==> config.mk <==
export PLATFORM = sky130hd
export DESIGN_NAME = dual_slope_sequencer
export DESIGN_NICKNAME = d
export VERILOG_FILES = /design/src/rtl/dual_slope_sequencer.sv
export SDC_FILE = /design/constraint.sdc
export NUM_CORES = 1
export LEC_CHECK = 0
export CAP_MARGIN = 25
export CORE_MARGIN = 3
export CORE_UTILIZATION = 45
export CTS_CLUSTER_SIZE = 40
export DETAILED_ROUTE_END_ITERATION = 16
export GPL_TIMING_DRIVEN = 1
export PLACE_DENSITY = 0.7
export RECOVER_POWER = 25
export SLEW_MARGIN = 5
export SYNTH_ARGS = -nofsm -noshare
export SYNTH_HDL_FRONTEND = slang
export SYNTH_SLANG_ARGS = --single-unit
==> constraint.sdc <==
create_clock -name clk_i -period 2.4 [get_ports clk_i]
set_clock_uncertainty 0.1 [all_clocks]
set_input_delay 0.24 -clock clk_i [delete_from_list [all_inputs] [get_ports clk_i]]
set_output_delay 0.24 -clock clk_i [all_outputs]
set_load 0.1 [all_outputs]
==> src/rtl/dual_slope_sequencer.sv <==
// dual_slope_sequencer: dual-slope ADC phase sequencer with autorange, fault flags and latched result
module dual_slope_sequencer #(
    parameter int CNT_W    = 16,
    parameter int RANGE_W  = 3,
    parameter int N_RANGES = 5,
    parameter int T_RST    = 16,
    parameter int T_INT    = 1000,
    parameter int UNDER_TH = 100
) (
    input  logic               clk_i,
    input  logic               rst_i,
    input  logic [1:0]         mode_sel_i,
    input  logic               start_i,
    input  logic [RANGE_W-1:0] range_i,
    input  logic               comp_i,
    input  logic               sat_hi_i,
    input  logic               sat_lo_i,
    input  logic               ref_ok_i,
    input  logic               irq_clr_i,
    output logic [1:0]         afe_sel_o,
    output logic [RANGE_W-1:0] range_sel_o,
    output logic               afe_reset_o,
    output logic               ref_sign_o,
    output logic               busy_o,
    output logic [CNT_W-1:0]   result_o,
    output logic               result_sign_o,
    output logic [RANGE_W-1:0] result_range_o,
    output logic               result_valid_o,
    output logic               range_error_o,
    output logic               ref_error_o,
    output logic               irq_o
);
    typedef enum logic [2:0] {IDLE, ZERO, INTEG, DEINT, DONE} state_t;

    localparam logic [CNT_W-1:0]   TMO = CNT_W'(2 * T_INT);
    localparam logic [RANGE_W-1:0] TOP = RANGE_W'(N_RANGES - 1);

    state_t           state, state_n;
    logic [CNT_W-1:0] cnt, meas;
    logic [1:0]       mode_q;
    logic             sat, last_int, go, ref_fail, up, ovr, flip, tmo;

    assign sat      = sat_hi_i | sat_lo_i;
    assign last_int = cnt == CNT_W'(T_INT - 1);

    // state register
    always_ff @(posedge clk_i or posedge rst_i) begin
        if (rst_i) state <= IDLE;
        else       state <= state_n;
    end

    // next state, phase events and AFE controls
    always_comb begin
        state_n  = state;
        go       = 1'b0;
        ref_fail = 1'b0;
        up       = 1'b0;
        ovr      = 1'b0;
        flip     = 1'b0;
        tmo      = 1'b0;
        case (state)
            IDLE: begin
                go       = start_i && mode_sel_i != 2'b00 && ref_ok_i;
                ref_fail = start_i && !ref_ok_i;
                state_n  = go ? ZERO : IDLE;
            end
            ZERO:  state_n = cnt == CNT_W'(T_RST - 1) ? INTEG : ZERO;
            INTEG: begin
                up      = sat && mode_q == 2'b11 && range_sel_o < TOP;
                ovr     = sat && !up;
                state_n = up ? ZERO : ovr ? DONE : last_int ? DEINT : INTEG;
            end
            DEINT: begin
                flip    = comp_i != ref_sign_o;
                tmo     = !flip && cnt == TMO;
                state_n = (flip || tmo) ? DONE : DEINT;
            end
            DONE:    state_n = mode_sel_i[1] ? ZERO : IDLE;
            default: state_n = IDLE;
        endcase
        // losing the reference anywhere in the measurement aborts without a result
        if (state inside {ZERO, INTEG, DEINT} && !ref_ok_i) begin
            state_n  = IDLE;
            ref_fail = 1'b1;
            up       = 1'b0;
            ovr      = 1'b0;
            flip     = 1'b0;
            tmo      = 1'b0;
        end
        afe_reset_o = state == IDLE || state == ZERO;
        afe_sel_o   = state == ZERO ? 2'b11 : state == INTEG ? 2'b01 : state == DEINT ? 2'b10 : 2'b00;
        busy_o      = state != IDLE;
    end

    // phase counter restarts on every state change and saturates
    always_ff @(posedge clk_i or posedge rst_i) begin
        if (rst_i)                cnt <= '0;
        else if (state_n != state) cnt <= '0;
        else if (!(&cnt))         cnt <= cnt + 1'b1;
    end

    // range, sign, measurement, published result and sticky flags
    always_ff @(posedge clk_i or posedge rst_i) begin
        if (rst_i) begin
            mode_q         <= '0;
            range_sel_o    <= '0;
            ref_sign_o     <= 1'b0;
            meas           <= '0;
            result_o       <= '0;
            result_sign_o  <= 1'b0;
            result_range_o <= '0;
            result_valid_o <= 1'b0;
            range_error_o  <= 1'b0;
            ref_error_o    <= 1'b0;
            irq_o          <= 1'b0;
        end else begin
            if (go) begin
                mode_q <= mode_sel_i;
                if (mode_sel_i != 2'b11) range_sel_o <= range_i > TOP ? TOP : range_i;
            end
            if (up) range_sel_o <= range_sel_o + 1'b1;
            if (state == INTEG && state_n == DEINT) ref_sign_o <= comp_i;
            if (ovr)  meas <= '1;
            if (flip) meas <= cnt;
            if (tmo)  meas <= TMO;
            if (state == DONE) begin
                result_o       <= meas;
                result_sign_o  <= ref_sign_o;
                result_range_o <= range_sel_o;
                mode_q         <= mode_sel_i;
                if (mode_q == 2'b11 && meas < CNT_W'(UNDER_TH) && range_sel_o != '0)
                    range_sel_o <= range_sel_o - 1'b1;
            end
            result_valid_o <= state == DONE;
            range_error_o  <= (range_error_o & ~irq_clr_i) | ovr | tmo;
            ref_error_o    <= (ref_error_o & ~irq_clr_i) | ref_fail;
            irq_o          <= (irq_o & ~irq_clr_i) | ovr | tmo | ref_fail | (state == DONE);
        end
    end
endmodule

==> flow_metrics.env <==
export IMPL_syn_inst=308
export IMPL_fin_ws_ps=-113.8
export IMPL_drt_wl_total_um=7987
export IMPL_gr_usage_met3_pct=2.817
export IMPL_fin_crit_sh_pct=104.7
export IMPL_drcViolationCount=0
export IMPL_fp_row_count=30
export IMPL_synth_area_leaders="dfrtp_1, mux2_2, nor3_2, nor2_1, nand2_1"
export IMPL_first_global_vias=2693
export IMPL_clock_power_share_pct=29.4
export IMPL_hold_ws_ps=395.4
export IMPL_synth_edf_count=0
export IMPL_ant_nets=0
export IMPL_worstSetupPathType="flip-flop to flip-flop"
export IMPL_num_vias=2732
export IMPL_swShare_pct=38.24
export IMPL_combPwrFrac_pct=38.2
export IMPL_drive_gt1_share_pct=40.05
export IMPL_worstPathCellList="or4_4 > nor4b_4 > a21oi_2 > o22ai_2 > mux2i_1 > nand2b_2 > buf_12 > nor3_2"
export IMPL_end_kind="flip-flop"
export IMPL_cts_tree="yes"
export IMPL_r2r_cells=8
export IMPL_cts_sinks=65
export IMPL_synthesis_area_mm2=0.003279
export IMPL_area_growth_pct=37.70
export IMPL_synth_top_cell_area_share_pct=49.60
export IMPL_crit_fanout=6
export IMPL_min_path_cells=2
export IMPL_fin_area_mm2=0.004516
export IMPL_cts_root_buf="clkbuf_8"
export IMPL_grt_usage_pct=19.62
export IMPL_p_leak_nw=2.115
export IMPL_dp_hpwl_um=5604
export IMPL_yosys_area_share_simple_pct=22.32
export IMPL_cap_violations=0
export IMPL_ys_dominant_reg_cell="dfrtp_1"
export IMPL_cpMaxStageDelayCell="or4_4"
export IMPL_min_to="meas[1]"
export IMPL_p_int_w=0.002459
export IMPL_nFillCells=568
export IMPL_power_frac_seq_pct=32.5
export IMPL_finalSetupViolCount=16
export IMPL_ys_seq_area_share_pct=49.60
export IMPL_synth_compound_area_share_pct=9.958
export IMPL_cp_start_kind="flip-flop"
export IMPL_syn_nets=326
export IMPL_powerDensity_mw_per_mm2=881.7
export IMPL_synthMuxAreaShare_pct=8.203
export IMPL_synth_top_family_by_area="simple AND/OR/NAND/NOR gates"
export IMPL_dieHeight_um=91.37
export IMPL_ios=45
export IMPL_diodes=0
export IMPL_cts_htree_levels=3
export IMPL_cp_arrival_ps=2670
export IMPL_grt_busiest_layer="met2"
export IMPL_crit_family="simple AND/OR/NAND/NOR gates"
export IMPL_status="finished with violations"
export IMPL_ys_warn_count=0
export IMPL_max_vdd_ir_drop_mv=0.4624
export IMPL_synth_fa_ha_area_share_pct=1.908
export IMPL_r2r_end="cnt[10]"
export IMPL_portBuffers=44
export IMPL_rsz0062_at_grt="yes"
export IMPL_hp_start="meas[1]"
export IMPL_synth_cell_types=57
export IMPL_synth_xor_area_share_pct=3.968
export IMPL_p_switching_w=0.001523
export IMPL_slowest_delay_ps=550
export IMPL_die_w_um=91.37
export IMPL_yosys_area_top_type="dfrtp_1"
export IMPL_max_freq_mhz=397.8
export IMPL_num_nets_final=415
export IMPL_met1_usage_pct=28.66
export IMPL_yosysMostFrequentCell="dfrtp_1"
export IMPL_grt_max_degree=37
export IMPL_worst_path_buf_inv=1
export IMPL_clkTransAtPathRegs_ps=80
export IMPL_tightest_slew_ps=1079
export IMPL_max_slew_margin_rel_pct=28.01
export IMPL_r2r_setup_slack_ps=-110
export IMPL_insertion_delay_ps=340
export IMPL_antenna_found_initial=0
export IMPL_min_period_ps=2514
export IMPL_grt_pass1_wl_um=13280
export IMPL_finalHoldViolations=0
export IMPL_tritoncts_num_buffers=9
export IMPL_viasPerCell=5.486
export IMPL_dieArea_mm2=0.008348
export IMPL_ys_ff_latch=65
export IMPL_worstReg2RegStart="cnt[15]"
export IMPL_max_clock_path_buffers=2
export IMPL_crit_required_ps=2560
export IMPL_synthTopCellsByCount="dfrtp_1, nor2_1, mux2_2"
export IMPL_drt_iter0_markers=100
export IMPL_avgSynthCellArea_um2=10.65
export IMPL_final_max_slew_viol_count=0
export IMPL_wire_per_inst_um=16.04
export IMPL_hp_class="flip-flop to flip-flop"
export IMPL_grt_overflow_total=0
export IMPL_post_dp_cell_area_mm2=0.004059
export IMPL_met2_usage_pct=30.10
export IMPL_violations="negative setup slack"
export IMPL_place_congestion=0.8984
export IMPL_fp_coreArea_mm2=0.006944
export IMPL_dr_pass1_iters=4
export IMPL_async_reset_ff_share_pct=100.0
export IMPL_start_util_pct=47.23
[placed cells by master (no fill, tap or decap), types with 2 or more instances in the layout]
cell             instances
bufinv_16                3
o22a_1                   6
clkbuf_8                10
a31oi_1                  3
nor4_2                   2
nor3_2                  11
clkdlybuf4s50_1         11
nor3_4                   3
nor2b_1                  2
nor4_1                   3
a21oi_1                  4
ha_1                     3
nand4_1                  5
o21ai_0                  6
nand2b_1                 2
nand4b_1                 2
dfrtp_2                  4
nand2_1                 22
or3_1                    2
o211ai_1                 2
inv_1                   11
clkinv_4                 2
dfrtp_1                 61
mux2_2                  23
nand3_1                 14
and3_1                   3
and3b_1                  2
xnor2_1                  6
nor2_1                  26
o31ai_1                 11
nor3_1                   6
buf_6                    6
xor2_1                   7
buf_4                   75
and4b_1                  2
nor4_4                   3
[worst register-to-register path: cells and delay by family (launching register included)]
kind	cells	cell delay, ps
muxes	1	230
and+or+nand+nor	4	1220
AOI/OAI and AO/OA	2	300
DFF	1	380
buffers and inverters	1	200
[worst max path at each step]
| stage | endpoint | slack, ps | startpoint | cells past startpoint |
|---|---|---|---|---|
| after CTS | cnt[10] | -130 | cnt[13] | 8 |
| after global routing | cnt[11] | -240 | cnt[1] | 11 |
| after floorplan | cnt[0] | -140 | range_sel_o[2] | 8 |
| after detailed placement | cnt[12] | -350 | mode_sel_i[1] | 9 |
| after global placement | cnt[14] | -200 | mode_sel_i[1] | 9 |
| final | cnt[10] | -110 | cnt[15] | 8 |
[per-layer routing]
metal  wire (um)  part of all wire (%)
met3         305                   3.8
met4          94                   1.2
met1        3780                    47
met2        3807                    48
met5           0                     0
[cell families (layout without fill, tap and decap cells)]
logic type,Yosys count,in the layout
simple gates,124,124
flops,65,65
compound gates,45,45
buf+inv,31,125
mux,24,24
xor+xnor,14,14
fa+ha+maj,5,5
[per-stage QoR]
| step | total power [W] | utilization, % | setup TNS (ps) | worst slack [ps] | cells |
|---|---|---|---|---|---|
| 2_1_floorplan | 0.002268 | - | -1523 | -141.7 | 308 |
| 3_3_place_gp | 0.002622 | 58.45 | -1919 | -203.8 | 476 |
| 3_5_place_dp | 0.002645 | 58.45 | -2720 | -346.6 | 476 |
| 4_1_cts | 0.003899 | 63.17 | -1487 | -125.2 | 495 |
| 5_1_grt | 0.004180 | 65.03 | -3390 | -239.1 | 498 |
| 6_report | 0.003982 | 65.03 | -1247 | -113.8 | 498 |
[what timing repair did]
action,CTS,global route
gates cloned,0,1
resized for setup,10,21
setup endpoints to repair,17,17
pin swaps,9,12
setup buffers,3,2
hold buffers,0,0
[state kept, by name, indices dropped and copies added (netlist names)]
| signal | count |
|---|---|
| state | 3 |
| range_error_o | 1 |
| result_range_o | 3 |
| result_sign_o | 1 |
| irq_o | 1 |
| ref_error_o | 1 |
| cnt | 16 |
| meas | 16 |
| result_valid_o | 1 |
| mode_q | 2 |
| range_sel_o | 3 |
| result_o | 16 |
| ref_sign_o | 1 |
[final cells by class]
class                      instances  area (um^2)  share of cell area, %
tap                               96        120.1                  2.660
clock buffer                      10        137.6                  3.048
clock inverter                     6        115.1                  2.549
timing repair buffer              96        803.3                  17.79
sequential                        65         1632                  36.13
inverter                          13        51.30                  1.136
multi-input combinational        212         1657                  36.69
[power by group through the flow]
stage	Sequential, W	Combinational, W	Clock [W]
5_1_grt	0.00131	0.00163	0.00123
4_1_cts	0.00129	0.00142	0.00118
2_1_floorplan	0.00158	0.000691	0
3_5_place_dp	0.00131	0.00133	0
6_report	0.00129	0.00152	0.00117
3_3_place_gp	0.00131	0.00131	0
No activity file was read; power rests on OpenSTA's default activity.
